===== config.mk =====
export PLATFORM = sky130hd
export DESIGN_NAME = leaf_decoder
export DESIGN_NICKNAME = d
export VERILOG_FILES = /design/src/rtl/leaf_decoder.sv
export SDC_FILE = /design/constraint.sdc
export NUM_CORES = 1
export LEC_CHECK = 0
export ABC_AREA = 1
export CAP_MARGIN = 10
export CORE_MARGIN = 8
export CORE_UTILIZATION = 54
export CTS_BUF_LIST = sky130_fd_sc_hd__clkbuf_8
export DETAILED_ROUTE_END_ITERATION = 8
export PLACE_DENSITY = 0.83
export SLEW_MARGIN = 25
export SYNTH_ARGS = -nofsm -noshare
export SYNTH_HDL_FRONTEND = slang
export SYNTH_SLANG_ARGS = --single-unit

===== constraint.sdc =====
create_clock -name clk -period 3.53 [get_ports clk]
set_clock_uncertainty 0.2 [all_clocks]
set_input_delay 0.706 -clock clk [delete_from_list [all_inputs] [get_ports clk]]
set_output_delay 0.706 -clock clk [all_outputs]
set_load 0.05 [all_outputs]

===== src/rtl/leaf_decoder.sv =====
// -----------------------------------------------------------------------------
// leaf_decoder
//
// Result-side consumer for the decision-tree classifier. Each one-cycle
// in_valid pulse carries a {level, path} verdict. The verdict is turned into a
// leaf index, mapped to a programmable class label, optionally timestamped,
// and queued in a small event FIFO. A downstream valid/ready consumer drains
// that FIFO. Events that arrive while the FIFO is full and not being popped
// are discarded and counted.
//
// Build option:
//   LEAF_DECODER_TS_EN  defined   -> event = {ts, leaf, class}, free-running
//                                    TS_WIDTH timestamp counter present
//                       undefined -> event = {leaf, class}, no timestamp logic
//
// Ports:
//   clk        in   sole clock
//   reset      in   asynchronous, active-high; clears all state
//   level      in   LW      depth at which the tree terminated
//   path       in   LW      branch bits taken, LSB = root decision
//   in_valid   in   1       qualifies level/path
//   tbl_we     in   1       class-table write strobe
//   tbl_addr   in   2*LW    leaf index to program
//   tbl_data   in   CW      class label to write
//   out_event  out  EW      registered head-of-FIFO event
//   out_valid  out  1       FIFO non-empty
//   out_ready  in   1       consumer accepts head when high with out_valid
//   drop_count out  DW      saturating count of refused events
//   dropped    out  1       sticky: at least one event dropped since reset
// -----------------------------------------------------------------------------
module leaf_decoder #(
    parameter int FEATURES    = 3,
    parameter int CLASS_WIDTH = 2,
    parameter int FIFO_DEPTH  = 4,
    parameter int TS_WIDTH    = 16,
    parameter int DROP_WIDTH  = 8,
    localparam int LW = $clog2(FEATURES),
`ifdef LEAF_DECODER_TS_EN
    localparam int EW = TS_WIDTH + 2*LW + CLASS_WIDTH
`else
    // TS_WIDTH stays in the expression so the parameter remains referenced.
    localparam int EW = 2*LW + CLASS_WIDTH + 0*TS_WIDTH
`endif
) (
    input  logic                   clk,
    input  logic                   reset,
    input  logic [LW-1:0]          level,
    input  logic [LW-1:0]          path,
    input  logic                   in_valid,
    input  logic                   tbl_we,
    input  logic [2*LW-1:0]        tbl_addr,
    input  logic [CLASS_WIDTH-1:0] tbl_data,
    output logic [EW-1:0]          out_event,
    output logic                   out_valid,
    input  logic                   out_ready,
    output logic [DROP_WIDTH-1:0]  drop_count,
    output logic                   dropped
);

    localparam int NLEAF = 1 << (2*LW);
    localparam int PW    = $clog2(FIFO_DEPTH);

    localparam logic [PW:0] CNT_FULL = FIFO_DEPTH[PW:0];
    localparam logic [PW:0] CNT_ONE  = {{PW{1'b0}}, 1'b1};

    // -------------------------------------------------------------------------
    // Class table
    // -------------------------------------------------------------------------
    logic [CLASS_WIDTH-1:0] tbl_q [NLEAF];
    logic [2*LW-1:0]        leaf;
    logic [CLASS_WIDTH-1:0] leaf_cls;

    assign leaf     = {level, path};
    // Combinational read of the registered table: a same-cycle write to the
    // same leaf only lands on the edge, so the lookup sees the old label.
    assign leaf_cls = tbl_q[leaf];

    always_ff @(posedge clk or posedge reset) begin
        if (reset) begin
            for (int i = 0; i < NLEAF; i++) begin
                tbl_q[i] <= '0;
            end
        end else if (tbl_we) begin
            tbl_q[tbl_addr] <= tbl_data;
        end
    end

    // -------------------------------------------------------------------------
    // Event assembly (optional timestamp)
    // -------------------------------------------------------------------------
    logic [EW-1:0] ev_new;

`ifdef LEAF_DECODER_TS_EN
    logic [TS_WIDTH-1:0] ts_q;

    // Free-running; wraps from all-ones to zero without any flag.
    always_ff @(posedge clk or posedge reset) begin
        if (reset) begin
            ts_q <= '0;
        end else begin
            ts_q <= ts_q + 1'b1;
        end
    end

    assign ev_new = {ts_q, leaf, leaf_cls};
`else
    assign ev_new = {leaf, leaf_cls};
`endif

    // -------------------------------------------------------------------------
    // Event FIFO
    // -------------------------------------------------------------------------
    logic [EW-1:0]         mem_q [FIFO_DEPTH];
    logic [PW-1:0]         wr_ptr_q, wr_ptr_d;
    logic [PW-1:0]         rd_ptr_q, rd_ptr_d;
    logic [PW-1:0]         rd_nxt;
    logic [PW:0]           count_q, count_d;
    logic [EW-1:0]         head_q, head_d;
    logic [DROP_WIDTH-1:0] drop_q, drop_d;
    logic                  dropped_q, dropped_d;
    logic                  full, pop, push, drop;

    assign full   = (count_q == CNT_FULL);
    assign pop    = out_valid && out_ready;
    // A full FIFO still accepts when the head leaves in the same cycle.
    assign push   = in_valid && (!full || pop);
    assign drop   = in_valid && !push;
    assign rd_nxt = rd_ptr_q + 1'b1;

    always_comb begin
        wr_ptr_d  = wr_ptr_q;
        rd_ptr_d  = rd_ptr_q;
        count_d   = count_q;
        head_d    = head_q;
        drop_d    = drop_q;
        dropped_d = dropped_q;

        if (push) begin
            wr_ptr_d = wr_ptr_q + 1'b1;
        end
        if (pop) begin
            rd_ptr_d = rd_nxt;
        end

        unique case ({push, pop})
            2'b10:   count_d = count_q + 1'b1;
            2'b01:   count_d = count_q - 1'b1;
            default: count_d = count_q;
        endcase

        // The head register holds what the read pointer will point at after
        // this edge. After a pop with two or more entries the successor is
        // already in memory; with one entry the only candidate is the event
        // being pushed right now. FIFO_DEPTH >= 2 guarantees a push into a
        // full FIFO (write slot == old head slot) never disturbs rd_nxt.
        if (pop) begin
            if (count_q > CNT_ONE) begin
                head_d = mem_q[rd_nxt];
            end else if (push) begin
                head_d = ev_new;
            end
        end else if (push && (count_q == '0)) begin
            head_d = ev_new;
        end

        if (drop) begin
            dropped_d = 1'b1;
            if (drop_q != '1) begin
                drop_d = drop_q + 1'b1;
            end
        end
    end

    always_ff @(posedge clk or posedge reset) begin
        if (reset) begin
            for (int i = 0; i < FIFO_DEPTH; i++) begin
                mem_q[i] <= '0;
            end
        end else if (push) begin
            mem_q[wr_ptr_q] <= ev_new;
        end
    end

    always_ff @(posedge clk or posedge reset) begin
        if (reset) begin
            wr_ptr_q  <= '0;
            rd_ptr_q  <= '0;
            count_q   <= '0;
            head_q    <= '0;
            drop_q    <= '0;
            dropped_q <= 1'b0;
        end else begin
            wr_ptr_q  <= wr_ptr_d;
            rd_ptr_q  <= rd_ptr_d;
            count_q   <= count_d;
            head_q    <= head_d;
            drop_q    <= drop_d;
            dropped_q <= dropped_d;
        end
    end

    assign out_valid  = (count_q != '0);
    assign out_event  = head_q;
    assign drop_count = drop_q;
    assign dropped    = dropped_q;

endmodule


==> results of run 1 <==
report_power, final:
group          internal, mW  switching, mW  leakage [nW]
clock                 0.394          0.328         0.110
sequential             1.20          0.201         0.973
combinational         0.447          0.820          1.13
logic make-up after synthesis:
logic type	share of synthesized area, %
xor+xnor	2.71
fa+ha+maj	2.91
simple gates	25.1
buf+inv	7.69
compound gates	11.2
flops	50.4
cell usage in the layout, fill, tap and decap left out, types with 4 or more instances in the layout:
cell	n
sky130_fd_sc_hd__o21ai_0	59
sky130_fd_sc_hd__inv_2	6
sky130_fd_sc_hd__clkbuf_8	9
sky130_fd_sc_hd__xor2_1	5
sky130_fd_sc_hd__or2_2	6
sky130_fd_sc_hd__inv_1	56
sky130_fd_sc_hd__nor2_1	18
sky130_fd_sc_hd__xnor2_1	7
sky130_fd_sc_hd__a21oi_1	6
sky130_fd_sc_hd__clkdlybuf4s50_1	30
sky130_fd_sc_hd__nand3_1	36
sky130_fd_sc_hd__ha_1	9
sky130_fd_sc_hd__dfrtp_1	78
sky130_fd_sc_hd__a22oi_1	4
sky130_fd_sc_hd__o211ai_1	4
sky130_fd_sc_hd__nand2_1	164
how the worst min path moves through the flow:
stage          startpoint        end  slack (ns)  cells past startpoint
5_1_grt         tbl_q[15]  tbl_q[15]        0.30                      2
2_1_floorplan    mem_q[2]   mem_q[2]        0.25                      2
6_report          dropped    dropped        0.27                      1
4_1_cts           dropped    dropped        0.28                      1
3_3_place_gp      dropped    dropped        0.25                      1
3_5_place_dp      dropped    dropped        0.26                      1
area by class of cell:
cell class,instances,share of cell area [%]
sequential,78,43.8
multi-input combinational,334,36.4
timing repair buffer,32,7.08
inverter,61,5.14
clock buffer,9,2.78
tap,99,2.78
clock inverter,7,2.02
Yosys cell counts:
library cell	instances	area [µm²]
sky130_fd_sc_hd__buf_2	7	35.0
sky130_fd_sc_hd__dfrtp_1	78	1950
sky130_fd_sc_hd__o211ai_1	4	30.0
sky130_fd_sc_hd__buf_4	2	15.0
sky130_fd_sc_hd__nand2_1	164	616
sky130_fd_sc_hd__or2_2	6	37.5
sky130_fd_sc_hd__nand2_4	1	11.3
sky130_fd_sc_hd__nor2_1	18	67.6
sky130_fd_sc_hd__a22oi_1	4	30.0
sky130_fd_sc_hd__ha_1	9	113
sky130_fd_sc_hd__nand4_1	2	12.5
sky130_fd_sc_hd__inv_1	56	210
sky130_fd_sc_hd__a31oi_1	2	12.5
sky130_fd_sc_hd__a21oi_1	6	30.0
sky130_fd_sc_hd__xor2_1	5	43.8
sky130_fd_sc_hd__nand3_1	36	180
sky130_fd_sc_hd__o21ai_1	2	10.0
sky130_fd_sc_hd__nor3_2	1	10.0
sky130_fd_sc_hd__nor2_2	2	12.5
sky130_fd_sc_hd__inv_2	5	18.8
sky130_fd_sc_hd__buf_6	1	11.3
sky130_fd_sc_hd__a21oi_4	1	16.3
sky130_fd_sc_hd__nor3_1	1	5.00
sky130_fd_sc_hd__o21ai_0	59	295
sky130_fd_sc_hd__o21ai_2	1	8.76
sky130_fd_sc_hd__or2_0	1	6.26
sky130_fd_sc_hd__xnor2_1	7	61.3
sky130_fd_sc_hd__nand2_2	2	12.5
sky130_fd_sc_hd__clkbuf_1	2	7.51
sequential cells by signal, indices dropped and copies added, names as in the netlist:
signal,cells
count_q,3
tbl_q,32
wr_ptr_q,2
out_event,6
rd_ptr_q,2
dropped,1
mem_q,24
drop_count,8
routing by layer:
metal | part of all wire (%) | vias up | GRT usage (%)
met3 | 3.4 | 25 | 2.97
met1 | 44 | 1561 | 21.8
li1 | - | 1592 | -
met2 | 50 | 66 | 29.9
met5 | 0 | - | 0
met4 | 3.3 | 0 | 11.2
critical path, stage by stage (launching register included):
cell	delay, ns
sky130_fd_sc_hd__dfrtp_1	0.40
sky130_fd_sc_hd__inv_1	0.08
sky130_fd_sc_hd__ha_1	0.22
sky130_fd_sc_hd__nand2_1	0.10
sky130_fd_sc_hd__clkdlybuf4s50_1	0.81
metrics by stage:
| step | hold WS, ns | utilization, % | instances |
|---|---|---|---|
| 3_5_place_dp | 0.261 | 59.8 | 604 |
| 5_1_grt | 0.301 | 62.8 | 620 |
| 3_3_place_gp | 0.253 | 59.8 | 604 |
| 2_1_floorplan | 0.245 | - | 485 |
| 4_1_cts | 0.278 | 62.8 | 620 |
| 6_report | 0.272 | 62.8 | 620 |
==> reports/qor.txt, run 1 <==
======================================================================================================
Post-detailed-routing wire length                                                              8470 µm
Crit path DAT                                                                                  1.95 ns
H-tree lvl count                                                                                     3
Diode count                                                                                          0
Number of nets in the layout                                                                       540
Detailed-route wire length per cell                                                            13.7 µm
Final estimated routing congestion in global placement                                           0.857
Post-route cell area                                                                          4460 µm²
Total global-route track usage                                                                   18.2%
# port buffers                                                                                      30
Post-synthesis cell area                                                                      3870 µm²
Destination of the critical timing path                                                      out_valid
TritonCTS Sinks                                                                                     78
Portion of the post-synthesis area used by sequential elements                                   50.4%
Detailed-route DRC error count                                                                       0
GRT overflow                                                                                         0
Synthesized net count                                                                              509
Number of max-cap violations                                                                         0
Number of hold buffers added after cts                                                               0
DP HPWL                                                                                        6180 µm
Minimum clock period                                                                           2.86 ns
Via density per instance                                                                          5.23
Sum Neg Setup Slack                                                                               0 ns
Full die area                                                                               10,100 µm²
Status                                                                                       completed
Critical register-to-register path endpoint                                               out_event[3]
Start point of the critical path                                                            count_q[0]
Placement Rows                                                                                      31
Die W                                                                                           101 µm
Peak Freq                                                                                    0.350 GHz
Worst reg2reg startpoint                                                                    count_q[0]
Highest ir drop seen on vdd                                                                   0.283 mV
Setup slack after layout                                                                      0.671 ns
Clock insertion delay at the later pin of the skew report                                      0.35 ns
Area growth syn-to-layout                                                                        15.1%
Endpoint class of the critical path                                                        output port
Deepest clock path buffer count                                                                      2
Vertical die dimension                                                                          101 µm
Number of cells traversed by the worst register-to-register path                                    11
RSZ-0062 raised after global routing                                                             false
Vias in the first global route                                                                   3,215
Transition time of the tightest slew-check pin                                                0.678 ns
Effective utilization at floorplan                                                               54.5%
Sequential cell area                                                                          1950 µm²
Static leakage power                                                                           2.21 nW
Placement Cell Area                                                                           4240 µm²
Reg-to-reg setup timing slack                                                                  1.10 ns
Cts bufs inserted                                                                                    9
Multi-input gate area in the final layout                                                     1620 µm²
Total of cells resized after clock tree synthesis                                                    0
Root Buffer                                                                               sky130_fd_sc_hd__clkbuf_8
Worst min path class                                                                           reg2reg
Type of the worst setup path                                                                   reg2out
PwrDens                                                                                     760 nW/µm²
Detail Route Antenna Nets                                                                            0
DRT Pass-1 Iters                                                                                     5
I/O pin count                                                                                       31
Fraction of layout instances using a drive strength above 1                                      7.10%
Rel. slew slack                                                                                  54.6%
Number of setup violations in the final report                                                       0
Placeable Area                                                                                7100 µm²
Number of hold-slack violations in the final timing report                                           0
Maximum number of pins on one net before global-route repair                                        43
Filler cell count in the final layout                                                              601
Number of post-CTS setup repair buffers                                                              0
Clock transition at the register clock pins on the worst setup and hold paths after CTS        0.07 ns
Number of antenna violations at the first check in global routing                                    0
Detailed router's first-iteration violation count                                                  118
Synth Area per Inst                                                                           7.98 µm²
Post-route total power                                                                         3.39 mW
Yosys warns                                                                                          0
Global-route wire length before repair                                                       14,600 µm
Post-synthesis cell type count                                                                      29
Number of synthesized register bits                                                                 78
Final-report max-slew violation count                                                                0
Synthesized instance count                                                                         485
Share of the cycle needed by the critical path after routing                                     81.0%
Worst Path Required                                                                            2.62 ns
Startpoint types                                                                              register
Detailed-route via count                                                                         3,244
Critical Path Fanout Max                                                                             3
Post-placement worst setup slack                                                              0.638 ns
TritonCTS clock tree                                                                              done
======================================================================================================
No activity file was read; power rests on OpenSTA's default activity.
==> run 2: changes to the inputs <==
--- a/config.mk
+++ b/config.mk
@@ -11,7 +11,7 @@
 export CORE_UTILIZATION = 54
 export CTS_BUF_LIST = sky130_fd_sc_hd__clkbuf_8
 export DETAILED_ROUTE_END_ITERATION = 8
-export PLACE_DENSITY = 0.83
+export PLACE_DENSITY = 0.86
 export SLEW_MARGIN = 25
 export SYNTH_ARGS = -nofsm -noshare
 export SYNTH_HDL_FRONTEND = slang
==> constraint.sdc (replaced) <==
create_clock -name clk -period 2.6 [get_ports clk]
set_clock_uncertainty 0.2 [all_clocks]
set_input_delay 0.52 -clock clk [delete_from_list [all_inputs] [get_ports clk]]
set_output_delay 0.52 -clock clk [all_outputs]
set_load 0.05 [all_outputs]
==> run 2 against run 1 <==
Against the previous run: via count decreased by 0.25%; sequential share of layout area decreased by 0.46 points; flip-flop and latch count unchanged; first-iteration DRC count increased by 46%; non-clock buffer count increased by 5; global-route usage decreased by 0.52 points; clock-buffer cell count unchanged; critical path depth decreased by 3; clock power increased by 26%; worst hold slack got worse by 0.0033 ns; worst setup slack got worse by 0.41 ns; critical endpoint is now drop_count[4]; largest cell class unchanged; largest power group unchanged.
==> reports/qor.txt, run 2 (synthesis results as in run 1) <==
======================================================================================================
Placeable Area                                                                                7100 µm²
Worst min path class                                                                           reg2reg
Flip-flop count of the largest register, all copies and words added                                 32
Endpoint class of the critical path                                                        output port
Placement Cell Area                                                                           4310 µm²
Post-route cell area                                                                          4500 µm²
DRT Pass-1 Iters                                                                                     5
Via density per instance                                                                          5.18
Cts bufs inserted                                                                                    9
DP HPWL                                                                                        6110 µm
Fraction of layout instances using a drive strength above 1                                      8.37%
Total of cells resized after clock tree synthesis                                                    0
Post-placement worst setup slack                                                              0.203 ns
Share of the cycle needed by the critical path after routing                                     89.8%
Detail Route Antenna Nets                                                                            0
Highest ir drop seen on vdd                                                                   0.354 mV
Full die area                                                                               10,100 µm²
Detailed-route wire length per cell                                                            13.2 µm
Detailed router's first-iteration violation count                                                  172
Number of hold-slack violations in the final timing report                                           0
Clock transition at the register clock pins on the worst setup and hold paths after CTS        0.08 ns
Multi-input gate area in the final layout                                                     1620 µm²
Crit path DAT                                                                                  1.61 ns
Crit-path slowest cell                                                                    sky130_fd_sc_hd__clkdlybuf4s50_1
Critical path's top delay family                                                          buffers and inverters
Detailed-route via count                                                                         3,236
Sum Neg Setup Slack                                                                               0 ns
Clock insertion delay at the later pin of the skew report                                      0.35 ns
Area growth syn-to-layout                                                                        16.3%
PwrDens                                                                                    1010 nW/µm²
Static leakage power                                                                           2.23 nW
# port buffers                                                                                      30
Detailed-route DRC error count                                                                       0
Number of setup violations in the final report                                                       0
Cells along the critical path                                                             clkdlybuf4s50_1
GRT overflow                                                                                         0
Number of antenna violations at the first check in global routing                                    0
Worst hold margin                                                                             0.269 ns
Vias in the first global route                                                                   3,161
Critical Path Fanout Max                                                                             5
Minimum clock period                                                                           2.33 ns
Biggest cell delay along the critical path                                                     0.83 ns
Type of the worst setup path                                                                   reg2out
Deepest clock path buffer count                                                                      2
Most frequent cells in the layout                                                         sky130_fd_sc_hd__nand2_1 (164), sky130_fd_sc_hd__dfrtp_1 (78), sky130_fd_sc_hd__o21ai_0 (59), sky130_fd_sc_hd__inv_1 (55), sky130_fd_sc_hd__nand3_1 (36)
Status                                                                                       completed
Maximum number of pins on one net before global-route repair                                        38
Global-route wire length before repair                                                       14,300 µm
RSZ-0062 raised after global routing                                                             false
Number of nets in the layout                                                                       545
H-tree lvl count                                                                                     3
Final estimated routing congestion in global placement                                           0.818
TritonCTS Sinks                                                                                     78
Inst Count DP                                                                                      609
Buffers plus inverters on the worst setup path                                                       1
Top register by number of flip-flops                                                             tbl_q
Number of max-cap violations                                                                         0
Setup slack after layout                                                                      0.265 ns
Peak Freq                                                                                    0.428 GHz
Total global-route track usage                                                                   17.6%
Diode count                                                                                          0
Startpoint types                                                                              register
Vertical die dimension                                                                          101 µm
Worst Path Required                                                                            1.88 ns
Sequential cell area                                                                          1950 µm²
Rel. slew slack                                                                                  64.1%
Root Buffer                                                                               sky130_fd_sc_hd__clkbuf_8
Most common cell after layout, fill and taps aside                                        sky130_fd_sc_hd__nand2_1
Number of hold buffers added after cts                                                               0
Placement Rows                                                                                      31
Final-report max-slew violation count                                                                0
Number of post-CTS setup repair buffers                                                              0
Effective utilization at floorplan                                                               54.5%
Post-route insts no fill                                                                           625
Transition time of the tightest slew-check pin                                                0.537 ns
Filler cell count in the final layout                                                              622
Post-detailed-routing wire length                                                              8280 µm
Die W                                                                                           101 µm
TritonCTS clock tree                                                                              done
I/O pin count                                                                                       31
======================================================================================================
[run 2: cell count changes in the layout (fill, tap and decap cells not counted), sizes merged]
cell,delta
buf,+6
clkdlybuf4s50,-1
inv,-1
clkinv,+1
bufinv,-1
clkinvlp,+1
[run 2: through the flow]
stage / power [mW] / util [%]
floorplan: 3.13 / -
global placement: 3.56 / 60.7
detailed placement: 3.63 / 60.7
CTS: 4.56 / 63.4
global route: 4.86 / 63.4
finish: 4.54 / 63.4
[run 2: cell type report]
type | instances | area share, %
repair buffers | 37 | 8.34
well taps | 99 | 2.75
multi-input cells | 334 | 36.0
clock inverters | 7 | 1.64
inverters | 61 | 5.17
clock buffers | 9 | 2.75
flip-flops and latches | 78 | 43.3
[run 2: layer usage]
metal	track usage, %	part of all wire (%)	up-vias
li1	-	-	1608
met1	22.0	44	1522
met2	29.0	50	98
met3	4.70	5.6	8
met4	5.47	1.2	0
met5	0	0	-
[run 2: path summary, 6_finish.rpt]
kind | from | endpoint | slack [ns] | cells past startpoint
worst min-delay path | dropped | dropped | 0.27 | 1
worst max-delay path | drop_count[4] | drop_count[4] | 0.27 | 1
max in group asynchronous | reset | dropped | 1.31 | 3
worst max register to register | count_q[0] | out_event[2] | 0.40 | 12
min in group asynchronous | reset | tbl_q[10] | 0.35 | 2
worst min register to register | dropped | dropped | 0.27 | 1
[run 2: power breakdown]
group	switching [mW]	internal, mW	leakage, nW
Sequential	0.266	1.62	0.973
Combinational	1.12	0.618	1.15
Clock	0.466	0.446	0.0996
Total	1.85	2.69	2.23
==> run 3: changes to the inputs <==
--- a/config.mk
+++ b/config.mk
@@ -6,7 +6,6 @@
 export NUM_CORES = 1
 export LEC_CHECK = 0
 export ABC_AREA = 1
-export CAP_MARGIN = 10
 export CORE_MARGIN = 8
 export CORE_UTILIZATION = 54
 export CTS_BUF_LIST = sky130_fd_sc_hd__clkbuf_8
==> results of run 3 <==
No change in the layout: final DEF, timing and power equal those of run 2.
